## src/rtl/dds_psk_carrier_gen.sv

```systemverilog
// dds_psk_carrier_gen
//   NCO/DDS carrier generator with built-in phase modulation for the
//   2PSK / 2DPSK / QPSK transmit path. A phase accumulator addresses a
//   full-wave raised-cosine sample table. The in-phase sample and a +90 degree
//   quadrature tap are both registered. Symbols arrive over a valid/ready
//   handshake and take effect only on symbol boundaries. A symbol boundary is
//   the last accumulator wrap of a symbol.
//
// Ports
//   clk        in   system clock
//   reset_n    in   asynchronous active-low reset
//   enable     in   advance accumulator / pipeline this cycle
//   freq_word  in   phase increment per enabled cycle (ACC_W bits)
//   mode       in   00 CW, 01 2PSK, 10 2DPSK, 11 QPSK (taken at boundary)
//   sym_valid  in   sym_data valid
//   sym_data   in   bit in [0] (2PSK/2DPSK), Gray dibit [1:0] (QPSK)
//   sym_ready  out  boundary cycle; symbol accepted when valid & ready
//   dataout    out  in-phase sample, offset binary
//   dataout_q  out  quadrature sample (table[addr + N/4])
//   dout_valid out  enable delayed by two cycles
//   underrun   out  sticky: a boundary passed with sym_valid low
module dds_psk_carrier_gen #(
    parameter int ACC_W      = 16,
    parameter int LUT_AW     = 7,
    parameter int DATA_W     = 8,
    parameter int SYM_CYCLES = 4
) (
    input  logic              clk,
    input  logic              reset_n,
    input  logic              enable,
    input  logic [ACC_W-1:0]  freq_word,
    input  logic [1:0]        mode,
    input  logic              sym_valid,
    input  logic [1:0]        sym_data,
    output logic              sym_ready,
    output logic [DATA_W-1:0] dataout,
    output logic [DATA_W-1:0] dataout_q,
    output logic              dout_valid,
    output logic              underrun
);

    localparam int N    = 32'sd1 << LUT_AW;
    localparam int WC_W = (SYM_CYCLES > 32'sd1) ? $clog2(SYM_CYCLES) : 32'sd1;
    localparam logic [WC_W-1:0]   WC_LAST = WC_W'(SYM_CYCLES - 32'sd1);
    localparam logic [LUT_AW-1:0] OFF_Q0  = LUT_AW'(32'sd0);
    localparam logic [LUT_AW-1:0] OFF_Q1  = LUT_AW'(N / 32'sd4);
    localparam logic [LUT_AW-1:0] OFF_Q2  = LUT_AW'(N / 32'sd2);
    localparam logic [LUT_AW-1:0] OFF_Q3  = LUT_AW'((32'sd3 * N) / 32'sd4);
    localparam logic [1:0] MODE_CW   = 2'b00;
    localparam logic [1:0] MODE_PSK  = 2'b01;
    localparam logic [1:0] MODE_DPSK = 2'b10;
    localparam logic [1:0] MODE_QPSK = 2'b11;

    // Fixed point with 30 fractional bits; large enough that table rounding
    // is exact for any practical DATA_W.
    localparam longint FX_ONE    = 64'sd1073741824;
    localparam longint FX_TWO_PI = 64'sd6746518852;

    // Taylor-series cosine of th (fixed point, 0 <= th < pi/2).
    function automatic longint fx_cos(input longint th);
        longint sum_v;
        longint term_v;
        sum_v  = FX_ONE;
        term_v = FX_ONE;
        for (int n = 1; n <= 10; n++) begin
            term_v = -((((term_v * th) / FX_ONE) * th) / FX_ONE)
                     / longint'((32'sd2 * n - 32'sd1) * (32'sd2 * n));
            sum_v  = sum_v + term_v;
        end
        return sum_v;
    endfunction

    // Taylor-series sine of th (fixed point, 0 <= th < pi/2).
    function automatic longint fx_sin(input longint th);
        longint sum_v;
        longint term_v;
        sum_v  = th;
        term_v = th;
        for (int n = 1; n <= 10; n++) begin
            term_v = -((((term_v * th) / FX_ONE) * th) / FX_ONE)
                     / longint'((32'sd2 * n) * (32'sd2 * n + 32'sd1));
            sum_v  = sum_v + term_v;
        end
        return sum_v;
    endfunction

    // Table entry k: round-half-up of (2^DATA_W-1)/2 * (1 - cos(2*pi*k/N)).
    // The angle is folded into the first quadrant so that the quadrant
    // points (k multiple of N/4) are exact, because ties land there.
    function automatic logic [DATA_W-1:0] rom_value(input int k);
        int     quad;
        int     rem;
        longint th;
        longint c;
        longint full;
        quad = k / (N / 32'sd4);
        rem  = k % (N / 32'sd4);
        th   = (FX_TWO_PI * longint'(rem)) / longint'(N);
        case (quad)
            32'sd0:  c = fx_cos(th);
            32'sd1:  c = -fx_sin(th);
            32'sd2:  c = -fx_cos(th);
            default: c = fx_sin(th);
        endcase
        full = (64'sd1 <<< DATA_W) - 64'sd1;
        return DATA_W'((full * (FX_ONE - c) + FX_ONE) / (64'sd2 * FX_ONE));
    endfunction

    logic [DATA_W-1:0] rom_s [N];

    for (genvar k = 0; k < N; k++) begin : g_rom
        localparam logic [DATA_W-1:0] ROM_V = rom_value(k);
        assign rom_s[k] = ROM_V;
    end

    logic [ACC_W-1:0]  acc_r;
    logic [WC_W-1:0]   wc_r;
    logic [LUT_AW-1:0] offset_r;
    logic              d_r;
    logic [1:0]        mode_r;
    logic [LUT_AW-1:0] p1_r;
    logic              v1_r;

    logic [ACC_W:0]    sum_s;
    logic              carry_s;
    logic              boundary_s;
    logic [LUT_AW-1:0] q_addr_s;
    logic [LUT_AW-1:0] offset_nxt_s;
    logic              d_nxt_s;
    logic              d_base_s;

    assign sum_s      = {1'b0, acc_r} + {1'b0, freq_word};
    assign carry_s    = sum_s[ACC_W];
    assign boundary_s = enable & carry_s & (wc_r == WC_LAST);
    assign sym_ready  = boundary_s;
    assign q_addr_s   = p1_r + OFF_Q1;

    // Phase offset and DPSK state that take effect if this cycle is a boundary.
    always_comb begin
        offset_nxt_s = offset_r;
        d_nxt_s      = d_r;
        // Entering 2DPSK restarts the differential reference at 0.
        if ((mode == MODE_DPSK) && (mode_r != MODE_DPSK)) begin
            d_base_s = 1'b0;
        end else begin
            d_base_s = d_r;
        end
        if (sym_valid) begin
            case (mode)
                MODE_CW: begin
                    offset_nxt_s = OFF_Q0;
                end
                MODE_PSK: begin
                    offset_nxt_s = sym_data[0] ? OFF_Q2 : OFF_Q0;
                end
                MODE_DPSK: begin
                    d_nxt_s      = d_base_s ^ sym_data[0];
                    offset_nxt_s = d_nxt_s ? OFF_Q2 : OFF_Q0;
                end
                MODE_QPSK: begin
                    case (sym_data)
                        2'b00:   offset_nxt_s = OFF_Q0;
                        2'b01:   offset_nxt_s = OFF_Q1;
                        2'b11:   offset_nxt_s = OFF_Q2;
                        default: offset_nxt_s = OFF_Q3;
                    endcase
                end
                default: begin
                    offset_nxt_s = OFF_Q0;
                end
            endcase
        end else begin
            // Missing symbol: phase held, only the entry reset of d applies.
            d_nxt_s = d_base_s;
        end
    end

    // Accumulator, wrap counter, symbol state and the two-stage sample pipeline.
    always_ff @(posedge clk or negedge reset_n) begin
        if (!reset_n) begin
            acc_r      <= '0;
            wc_r       <= '0;
            offset_r   <= '0;
            d_r        <= 1'b0;
            mode_r     <= 2'b00;
            p1_r       <= '0;
            v1_r       <= 1'b0;
            dataout    <= '0;
            dataout_q  <= '0;
            dout_valid <= 1'b0;
            underrun   <= 1'b0;
        end else begin
            v1_r       <= enable;
            dout_valid <= v1_r;
            if (enable) begin
                acc_r     <= sum_s[ACC_W-1:0];
                // Stage 1 uses the pre-update acc and offset, so a new offset
                // first meets the post-wrap accumulator value.
                p1_r      <= acc_r[ACC_W-1 -: LUT_AW] + offset_r;
                dataout   <= rom_s[p1_r];
                dataout_q <= rom_s[q_addr_s];
                if (carry_s) begin
                    wc_r <= (wc_r == WC_LAST) ? '0 : wc_r + 1'b1;
                end else begin
                    wc_r <= wc_r;
                end
            end else begin
                acc_r <= acc_r;
            end
            if (boundary_s) begin
                mode_r   <= mode;
                offset_r <= offset_nxt_s;
                d_r      <= d_nxt_s;
                if (!sym_valid) begin
                    underrun <= 1'b1;
                end else begin
                    underrun <= underrun;
                end
            end else begin
                mode_r <= mode_r;
            end
        end
    end

endmodule

```

## config.mk

```make
export PLATFORM = sky130hd
export DESIGN_NAME = dds_psk_carrier_gen
export DESIGN_NICKNAME = d
export VERILOG_FILES = /design/src/rtl/dds_psk_carrier_gen.sv
export SDC_FILE = /design/constraint.sdc
export NUM_CORES = 1
export LEC_CHECK = 0
export CORE_MARGIN = 2
export CORE_UTILIZATION = 50
export CTS_CLUSTER_SIZE = 40
export DETAILED_ROUTE_END_ITERATION = 12
export DONT_BUFFER_PORTS = 1
export HOLD_SLACK_MARGIN = 0.06
export SLEW_MARGIN = 20
export SYNTH_ARGS = -nofsm -noshare
export SYNTH_HDL_FRONTEND = slang
export SYNTH_SLANG_ARGS = --single-unit
```

## constraint.sdc

```tcl
create_clock -name clk -period 3.8 [get_ports clk]
set_clock_uncertainty 0.05 [all_clocks]
set_input_delay 0.38 -clock clk [delete_from_list [all_inputs] [get_ports clk]]
set_output_delay 0.38 -clock clk [all_outputs]
set_load 0.01 [all_outputs]
```

==> impl_results.md <==
* Clock sink count at 49
* Hold-fix buffers, CTS at 3
* Storage cell area at 0.00123 mm²
* Synth-to-layout area growth at 1.70%
* Synth cell types at 71
* # port buffers at 0
* Post-Synthesis Cell Area at 0.00448 mm²
* Syn nets at 573
* Total track usage at 0.227
* Max Clock Freq at 337 MHz
* Yosys reg bits at 49
* CTS Buffer Depth at 2
* CTS tree: yes
* RSZ-0062 raised after global routing: no
* Share of post-route cells with drive strength above 1 at 0.0941
* DRT Pass-1 Iters at 4
* Cell Chain, Critical Path: inv_1 -> ha_1 -> mux2i_1 -> a211oi_1 -> a21oi_1 -> mux4_2 -> mux2_2
* Final ANT Viol Nets at 0
* Worst stage delay on the critical path at 0.64 ns
* Setup crit start kind: register
* Minimum hold slack at 0.109 ns
* Max cap viols at 0
* Die width at 98.6 µm
* Residual DRC at 0
* Post-layout min period at 2.97 ns
* Sequential area share after synthesis at 0.274
* Syn Inst Count at 513
* Initial DRC count at 176
* Status: finished clean
* Syn_area_per_cell at 8.73 µm²
* Die Footprint at 0.00973 mm²
* Rows at 34
* Final period util at 0.782
* Initial cell density of the core at 0.513
* Crit path max fanout at 15
* Leakage at 1.88 nW
* Number of global-route vias before repair at 3744
* Tot Pwr at 4.07 mW
* H-tree depth at 2
* Io pins at 43
* Pwr/cell area at 894 mW/mm²
* Initial antenna violation count at 0
* Final worst-path setup slack at 0.829 ns
* Wirelength per Cell at 18.2 µm
* Nature of the critical path endpoint: register
* Place WS at 0.928 ns
* Post-synth EDFFs at 0
* Worst ir drop on vdd at 0.360 mV
* Footprint of the multi-input gates at 0.00296 mm²
* Post-CTS resize count at 0
* Slew HR at 0.455
* Fill count at 837
* Clock latency at the later pin of the worst-skew pair at 0.30 ns
* Max-slew violation count at 0
* GPL Wtd Cong at 0.858
* Global-route wire length before repair at 18300 µm
* Die Height at 98.6 µm
* Final hold vios at 0
* Critical path arrival at 3.12 ns
* CORE AREA at 0.00872 mm²
* Worst EP required at 3.95 ns
* Final setup viols at 0
* Worst-Margin Slew at 0.817 ns
* CTS clock-pin slew for the worst setup and hold paths at 0.09 ns
* Placed wire-length estimate at 7750 µm
* Crit Path Class: reg2reg
* Num CTS Buffers at 5
* Largest net degree at the start of global routing at 56
* Via count at 3823
* Hold Path Class: in2reg
* Vias per std cell at 6.40
* CTS Root Cell: clkbuf_8
* # diodes at 0
* Yosys warns at 0
* Postcts setup bufs at 0
* Total gr overflow at 0
* Total wire length at 10900 µm
* Critical Path Slowest Stage Cell: ha_1
* Setup TNS at 0 ns
* Post-synthesis async set-or-reset flop share at 1.00
* # nets final at 548
* Ys flop type: dfrtp_1
[per-stage QoR]
stage,instances,area (µm²),utilization
floorplan,513,4480,-
global placement,586,4420,0.507
detailed placement,586,4420,0.507
CTS,597,4550,0.522
global route,597,4550,0.522
finish,597,4550,0.522
[cell usage in the layout (no fill, tap or decap), types with 8 or more instances in the layout]
| cell type | instances |
|---|---|
| and3_1 | 8 |
| o22ai_1 | 8 |
| a31oi_1 | 8 |
| nand2_1 | 45 |
| xnor2_1 | 8 |
| a21oi_1 | 33 |
| o211ai_1 | 13 |
| nand3_1 | 18 |
| nor2b_1 | 14 |
| mux2i_1 | 8 |
| inv_1 | 17 |
| o21ai_0 | 31 |
| ha_1 | 35 |
| dfrtp_1 | 49 |
| mux2_2 | 20 |
| nor2_1 | 26 |
| nand2b_1 | 14 |
[cell families after synthesis]
group           synth area share
buf+inv                   0.0648
flops                      0.274
compound gates             0.253
simple gates               0.181
fa+ha+maj                  0.102
mux                        0.102
xor+xnor                  0.0235
[flip-flops by register name, summed over array words and instances (netlist names)]
register    count
dout_valid      1
dataout         8
wc_r            2
offset_r        2
d_r             1
dataout_q       8
p1_r            7
acc_r          16
underrun        1
mode_r          2
v1_r            1
[Yosys cell counts (13+ instances only)]
cell | n | area, µm²
nor2_1 | 26 | 97.6
nand2b_1 | 14 | 87.6
mux2_2 | 20 | 225
o21ai_0 | 31 | 155
dfrtp_1 | 49 | 1230
a21oi_1 | 33 | 165
o211ai_1 | 13 | 97.6
clkbuf_1 | 15 | 56.3
ha_1 | 35 | 438
buf_2 | 14 | 70.1
inv_1 | 17 | 63.8
nand3_1 | 18 | 90.1
nand2_1 | 45 | 169
nor2b_1 | 14 | 87.6
[area by class of cell]
class                           instances  share of cell area
Multi-Input combinational cell        405               0.650
Timing Repair Buffer                    6              0.0154
Tap cell                              108              0.0297
Clock buffer                            6              0.0159
Clock inverter                          2             0.00220
Inverter                               21              0.0173
Sequential cell                        49               0.269
[metal layers]
metal  vias to the layer above  share of wire  track usage
met4                         0          0.016       0.0548
met5                         -              0            0
met2                        72           0.50        0.391
met3                        14          0.039       0.0298
met1                      1862           0.45        0.305
li1                       1875              -            -
[report_power, final]
part	internal [mW]	leakage (nW)	switching [mW]
clock network	0.128	0.0450	0.180
registers	0.770	0.589	0.340
logic	1.19	1.25	1.47
total	2.09	1.88	1.99
[path summary, 6_finish.rpt]
| check | from | end | slack, ns | cells past startpoint |
|---|---|---|---|---|
| hold / removal | enable | dataout_q[6]$_DFFE_PN0P_ | 0.11 | 1 |
| setup reg to reg | p1_r[1]$_DFFE_PN0P_ | dataout[4]$_DFFE_PN0P_ | 0.83 | 7 |
| max in group asynchronous | reset_n | acc_r[8]$_DFFE_PN0P_ | 2.93 | 2 |
| setup / recovery | p1_r[1]$_DFFE_PN0P_ | dataout[4]$_DFFE_PN0P_ | 0.83 | 7 |
| hold reg to reg | v1_r$_DFF_PN0_ | dout_valid$_DFF_PN0_ | 0.31 | 0 |
| min in group asynchronous | reset_n | acc_r[2]$_DFFE_PN0P_ | 0.53 | 2 |
[critical path: cells and delay by family, from the launching register on]
family | cells | cell delay, ns
mux | 3 | 0.92
fa+ha+maj | 1 | 0.64
flops | 1 | 0.60
compound gates | 2 | 0.38
buf+inv | 1 | 0.27
(Power assumes the default switching activity.)
